File: config.mk
export PLATFORM = sky130hd
export DESIGN_NAME = hazard_ctrl
export DESIGN_NICKNAME = d
export VERILOG_FILES = /design/src/rtl/hazard_ctrl.sv
export SDC_FILE = /design/constraint.sdc
export NUM_CORES = 1
export LEC_CHECK = 0
export CAP_MARGIN = 15
export CORE_ASPECT_RATIO = 0.6
export CORE_MARGIN = 8
export CORE_UTILIZATION = 30
export DETAILED_ROUTE_END_ITERATION = 7
export SYNTH_ARGS = -nofsm -noshare
export SYNTH_HDL_FRONTEND = slang
export SYNTH_SLANG_ARGS = --single-unit
File: constraint.sdc
create_clock -name clk -period 2.5 [get_ports clk]
set_input_delay 0.5 -clock clk [delete_from_list [all_inputs] [get_ports clk]]
set_output_delay 0.5 -clock clk [all_outputs]
set_load 0.02 [all_outputs]
File: src/rtl/hazard_ctrl.sv
// Pipeline hazard controller for the 5-stage RV32 core: load-use bubbles,
// taken-branch flushes, data-memory wait freeze with timeout, stall/flush counters.
module hazard_ctrl #(
    parameter int REGIDX      = 5,
    parameter int MEM_TIMEOUT = 16,
    parameter int CNT_W       = 16
) (
    input  logic              clk,
    input  logic              rst,
    input  logic [REGIDX-1:0] id_rs1,
    input  logic [REGIDX-1:0] id_rs2,
    input  logic              id_use_rs1,
    input  logic              id_use_rs2,
    input  logic [REGIDX-1:0] ex_rd,
    input  logic              ex_regwrite,
    input  logic              ex_memread,
    input  logic              ex_br_taken,
    input  logic              mem_req,
    input  logic              mem_ready,
    output logic              pc_en,
    output logic              ifid_en,
    output logic              ifid_flush,
    output logic              idex_en,
    output logic              idex_flush,
    output logic              exmem_en,
    output logic              mem_err,
    output logic [CNT_W-1:0]  stall_cnt,
    output logic [CNT_W-1:0]  flush_cnt
);

    localparam int WC_W = (MEM_TIMEOUT > 2) ? $clog2(MEM_TIMEOUT) : 1;
    localparam logic [WC_W-1:0] WC_LAST = WC_W'(MEM_TIMEOUT - 1);

    typedef enum logic [0:0] {
        RUN      = 1'b0,
        MEM_WAIT = 1'b1
    } state_t;

    state_t            state_r;
    state_t            state_nxt_s;
    logic [WC_W-1:0]   wait_cnt_r;
    logic [WC_W-1:0]   wait_nxt_s;
    logic              err_set_s;
    logic              mem_err_r;
    logic [CNT_W-1:0]  stall_cnt_r;
    logic [CNT_W-1:0]  flush_cnt_r;
    logic              lu_s;
    logic              frz_s;
    logic              pc_en_s;
    logic              ifid_en_s;
    logic              ifid_flush_s;
    logic              idex_en_s;
    logic              idex_flush_s;
    logic              exmem_en_s;

    // Hazard detection: load-use match and memory-wait freeze
    always_comb begin
        lu_s  = ex_memread && ex_regwrite && (ex_rd != {REGIDX{1'b0}}) &&
                ((id_use_rs1 && (id_rs1 == ex_rd)) || (id_use_rs2 && (id_rs2 == ex_rd)));
        frz_s = ((state_r == RUN) && mem_req && !mem_ready) ||
                ((state_r == MEM_WAIT) && !mem_ready && (wait_cnt_r < WC_LAST));
    end

    // Pipeline register controls; freeze holds pending branch/load-use until release
    always_comb begin
        pc_en_s      = 1'b0;
        ifid_en_s    = 1'b0;
        ifid_flush_s = 1'b0;
        idex_en_s    = 1'b0;
        idex_flush_s = 1'b0;
        exmem_en_s   = 1'b0;
        if (rst) begin
            pc_en_s = 1'b0;
        end else if (frz_s) begin
            pc_en_s = 1'b0;
        end else if (ex_br_taken) begin
            pc_en_s      = 1'b1;
            ifid_en_s    = 1'b1;
            ifid_flush_s = 1'b1;
            idex_en_s    = 1'b1;
            idex_flush_s = 1'b1;
            exmem_en_s   = 1'b1;
        end else if (lu_s) begin
            idex_en_s    = 1'b1;
            idex_flush_s = 1'b1;
            exmem_en_s   = 1'b1;
        end else begin
            pc_en_s    = 1'b1;
            ifid_en_s  = 1'b1;
            idex_en_s  = 1'b1;
            exmem_en_s = 1'b1;
        end
    end

    // Next-state logic for the memory-wait tracker, including timeout abort
    always_comb begin
        state_nxt_s = state_r;
        wait_nxt_s  = wait_cnt_r;
        err_set_s   = 1'b0;
        case (state_r)
            RUN: begin
                if (mem_req && !mem_ready) begin
                    state_nxt_s = MEM_WAIT;
                    wait_nxt_s  = {WC_W{1'b0}};
                end else begin
                    state_nxt_s = RUN;
                end
            end
            MEM_WAIT: begin
                if (mem_ready) begin
                    state_nxt_s = RUN;
                end else if (wait_cnt_r < WC_LAST) begin
                    wait_nxt_s = wait_cnt_r + WC_W'(1);
                end else begin
                    state_nxt_s = RUN;
                    err_set_s   = 1'b1;
                end
            end
            default: begin
                state_nxt_s = RUN;
                wait_nxt_s  = {WC_W{1'b0}};
            end
        endcase
    end

    // State, wait counter and sticky timeout flag
    always_ff @(posedge clk or posedge rst) begin
        if (rst) begin
            state_r    <= RUN;
            wait_cnt_r <= {WC_W{1'b0}};
            mem_err_r  <= 1'b0;
        end else begin
            state_r    <= state_nxt_s;
            wait_cnt_r <= wait_nxt_s;
            mem_err_r  <= mem_err_r | err_set_s;
        end
    end

    // Saturating stall and flush counters
    always_ff @(posedge clk or posedge rst) begin
        if (rst) begin
            stall_cnt_r <= {CNT_W{1'b0}};
            flush_cnt_r <= {CNT_W{1'b0}};
        end else begin
            if (!pc_en_s && (stall_cnt_r != {CNT_W{1'b1}})) begin
                stall_cnt_r <= stall_cnt_r + CNT_W'(1);
            end else begin
                stall_cnt_r <= stall_cnt_r;
            end
            if (ifid_flush_s && (flush_cnt_r != {CNT_W{1'b1}})) begin
                flush_cnt_r <= flush_cnt_r + CNT_W'(1);
            end else begin
                flush_cnt_r <= flush_cnt_r;
            end
        end
    end

    assign pc_en      = pc_en_s;
    assign ifid_en    = ifid_en_s;
    assign ifid_flush = ifid_flush_s;
    assign idex_en    = idex_en_s;
    assign idex_flush = idex_flush_s;
    assign exmem_en   = exmem_en_s;
    assign mem_err    = mem_err_r;
    assign stall_cnt  = stall_cnt_r;
    assign flush_cnt  = flush_cnt_r;

endmodule

==> impl_metrics.json <==
{
  "crit_path_start_kind": "input pin",
  "antenna_found_initial": 0,
  "nets": 312,
  "required_ps": 2000,
  "synth_seq_cells": 38,
  "cts_buffer_depth": 2,
  "vias": 1744,
  "critPathCaptureType": "output pin",
  "rsz0062_at_grt": "no",
  "maxSlewHeadroom": 0.642,
  "status": "finished, final reports clean",
  "drc_errors": 0,
  "cts_tree": "yes",
  "htreeDepth": 2,
  "ys_types": 40,
  "dieHeight_um": 80.2,
  "syn2layout_area_growth_pct": 50.1,
  "track_usage": 0.111,
  "numCtsBuffers": 5,
  "clock.fmax_mhz": 411,
  "hold_slack_ps": 494,
  "rrSetupSlack_ps": 380,
  "async_flop_share": 1.00,
  "clock_skew_ps": 3.40,
  "final_cells": 372,
  "final.min_clock_period_ps": 2430,
  "cap_violations": 0,
  "synthFlopType": "dfrtp_1",
  "layout-drive-gt1-share": 0.204,
  "p_leak_nw": 1.35,
  "root_buffer": "clkbuf_16",
  "post-route-period-util": 0.973,
  "final_core_util": 0.464,
  "antenna_left": 0,
  "coreArea_um2": 6680,
  "peakVddDrop_uv": 351,
  "cts.sinks": 38,
  "yosys-top-cells-area": "dfrtp_1 (46%), xnor2_1 (9.8%), xor2_1 (6.8%), nand2_1 (3.8%), nand4_1 (3.0%)",
  "grt.overflow.total": 0,
  "first_pass_iters": 4,
  "die_width_um": 123,
  "placed_cells": 362,
  "yosys_warnings": 0,
  "hp-class": "register to register",
  "die_area_um2": 9870,
  "synth_top_area_frac": 0.461,
  "portBuffers": 62,
  "syn_inst": 197,
  "finalWeightedCongestion": 0.803,
  "syn-num-nets": 224,
  "dr.first_iter.drc_count": 60,
  "slew_violations": 0,
  "grt_pass1_wl_um": 8750,
  "synth_edf_count": 0,
  "n_antenna_cell": 0,
  "netlist_area_um2": 2060,
  "routed_wl_um": 5370,
  "multi_input_area_um2": 1080,
  "grt_pass1_vias": 1778,
  "syn_area_per_cell_um2": 10.5,
  "pwr_density_cell_nw_per_um2": 768,
  "wl_per_cell_um": 14.4,
  "worstMarginPinSlew_ps": 532,
  "num_rows": 23,
  "hold_viol_final": 0,
  "clkLatencyLatePin_ps": 280,
  "critPathKind": "input pin to output pin",
  "worst_ep_arrival_time_ps": 1930,
  "initial_utilization": 0.309,
  "dpl.hpwl_um": 4150,
  "ys_seq_area_frac": 0.461,
  "setup_viol": 0,
  "critPathMaxFanout": 3,
  "grt_max_degree": 39,
  "yosys.area.top_type": "dfrtp_1",
  "final-seq-area_um2": 951,
  "fillers": 644,
  "clkTransAtPathRegs_ps": 60,
  "ios": 63,
  "viasPerCell": 4.69
}
metrics by stage:
stage | TNS [ps] | worst slack (ps) | area [µm²] | power (mW)
2_1_floorplan | 0 | 32.8 | 2060 | 1.35
3_3_place_gp | -3600 | -661 | 2910 | 1.79
3_5_place_dp | -3790 | -697 | 2910 | 1.80
4_1_cts | 0 | 13.0 | 3060 | 2.40
5_1_grt | 0 | 12.0 | 3100 | 2.51
6_report | 0 | 67.3 | 3100 | 2.38
power by group:
| part | internal (mW) | switching [mW] | total (mW) | leakage, nW |
|---|---|---|---|---|
| Clock | 0.360 | 0.232 | 0.591 | 0.0694 |
| Sequential | 0.751 | 0.183 | 0.934 | 0.478 |
| Combinational | 0.436 | 0.414 | 0.850 | 0.802 |
worst paths after layout:
check	startpoint	endpoint	cells after the start
worst min-delay path	stall_cnt[8]$_DFFE_PP0P_	stall_cnt[8]$_DFFE_PP0P_	1
max in group asynchronous	rst	stall_cnt[5]$_DFFE_PP0P_	4
worst max-delay path	ex_rd[2]	ifid_en	6
min in group asynchronous	rst	wait_cnt_r[2]$_DFFE_PP0P_	4
worst max register to register	wait_cnt_r[0]$_DFFE_PP0P_	flush_cnt[15]$_DFFE_PP0P_	8
worst min register to register	stall_cnt[8]$_DFFE_PP0P_	stall_cnt[8]$_DFFE_PP0P_	1
kinds of logic after synthesis:
| family | synth area share |
|---|---|
| DFF | 0.461 |
| muxes | 0.0164 |
| buffers and inverters | 0.0291 |
| and+or+nand+nor | 0.213 |
| AOI/OAI and AO/OA | 0.0965 |
| adders and majority gates | 0.0182 |
| xor gates and xnor gates | 0.166 |
cell type report:
type                       instances  share of cell area
multi-input combinational        147               0.350
sequential                        38               0.307
timing repair buffer              85               0.254
clock buffer                       5              0.0404
tap                               87              0.0352
inverter                           8             0.00970
clock inverter                     2             0.00323
Yosys cell counts, types with 2 or more instances:
cell and instances:
ha_1 3, nand4_1 10, dfrtp_1 38, nand2_1 21
xnor2_1 23, nand3_1 9, and3_1 4, a21oi_1 4
and4_1 2, a21oi_2 3, buf_4 2, inv_1 8
nor2_1 13, a22o_2 3, mux2_2 3, or3_1 2
o21ai_0 2, xor2_1 16, nor3_1 5, nor3_2 6
cell usage in the layout (no fill, tap or decap), drive strengths merged, types with 2 or more instances in the layout:
master         Yosys  routed
clkdlybuf4s50      0      51
dfrtp             38      38
buf                3      26
xnor2             23      23
nand2             21      21
xor2              16      16
nor2              13      13
nand4             11      11
nor3              11      11
nand3             10      10
inv                8       8
a21oi              8       8
dlygate4sd2        0       7
clkbuf             1       5
and3               4       4
a22o               4       4
mux2               3       3
ha                 3       3
and4               2       2
or3                2       2
o21ai              2       2
clkinv             0       2
o2111ai            2       2
a21boi             2       2
layer usage:
layer	global-route usage	up-vias	share of wire
li1	-	859	-
met1	0.150	825	0.50
met2	0.162	57	0.38
met3	0.0441	3	0.11
met4	0.0251	0	0.0054
met5	0	-	0
critical path, cell delays in order:
cell	delay [ps]
dlygate4sd2_1	250
or4_4	560
o2111ai_4	210
inv_2	70
a21boi_4	200
buf_6	140
registers in the layout (all words and copies together), names as in the netlist:
name and flops:
mem_err 1, flush_cnt 16, state_r 1, stall_cnt 16, wait_cnt_r 4
repair_timing:
item                                    4_1_cts  5_1_grt
resized for setup                            25        8
hold buffers                                  0        0
endpoints found under the setup margin        6        4
setup buffers                                 3        0
pin swaps                                     3        3
Note: power is estimated with default switching activity, not from simulation.
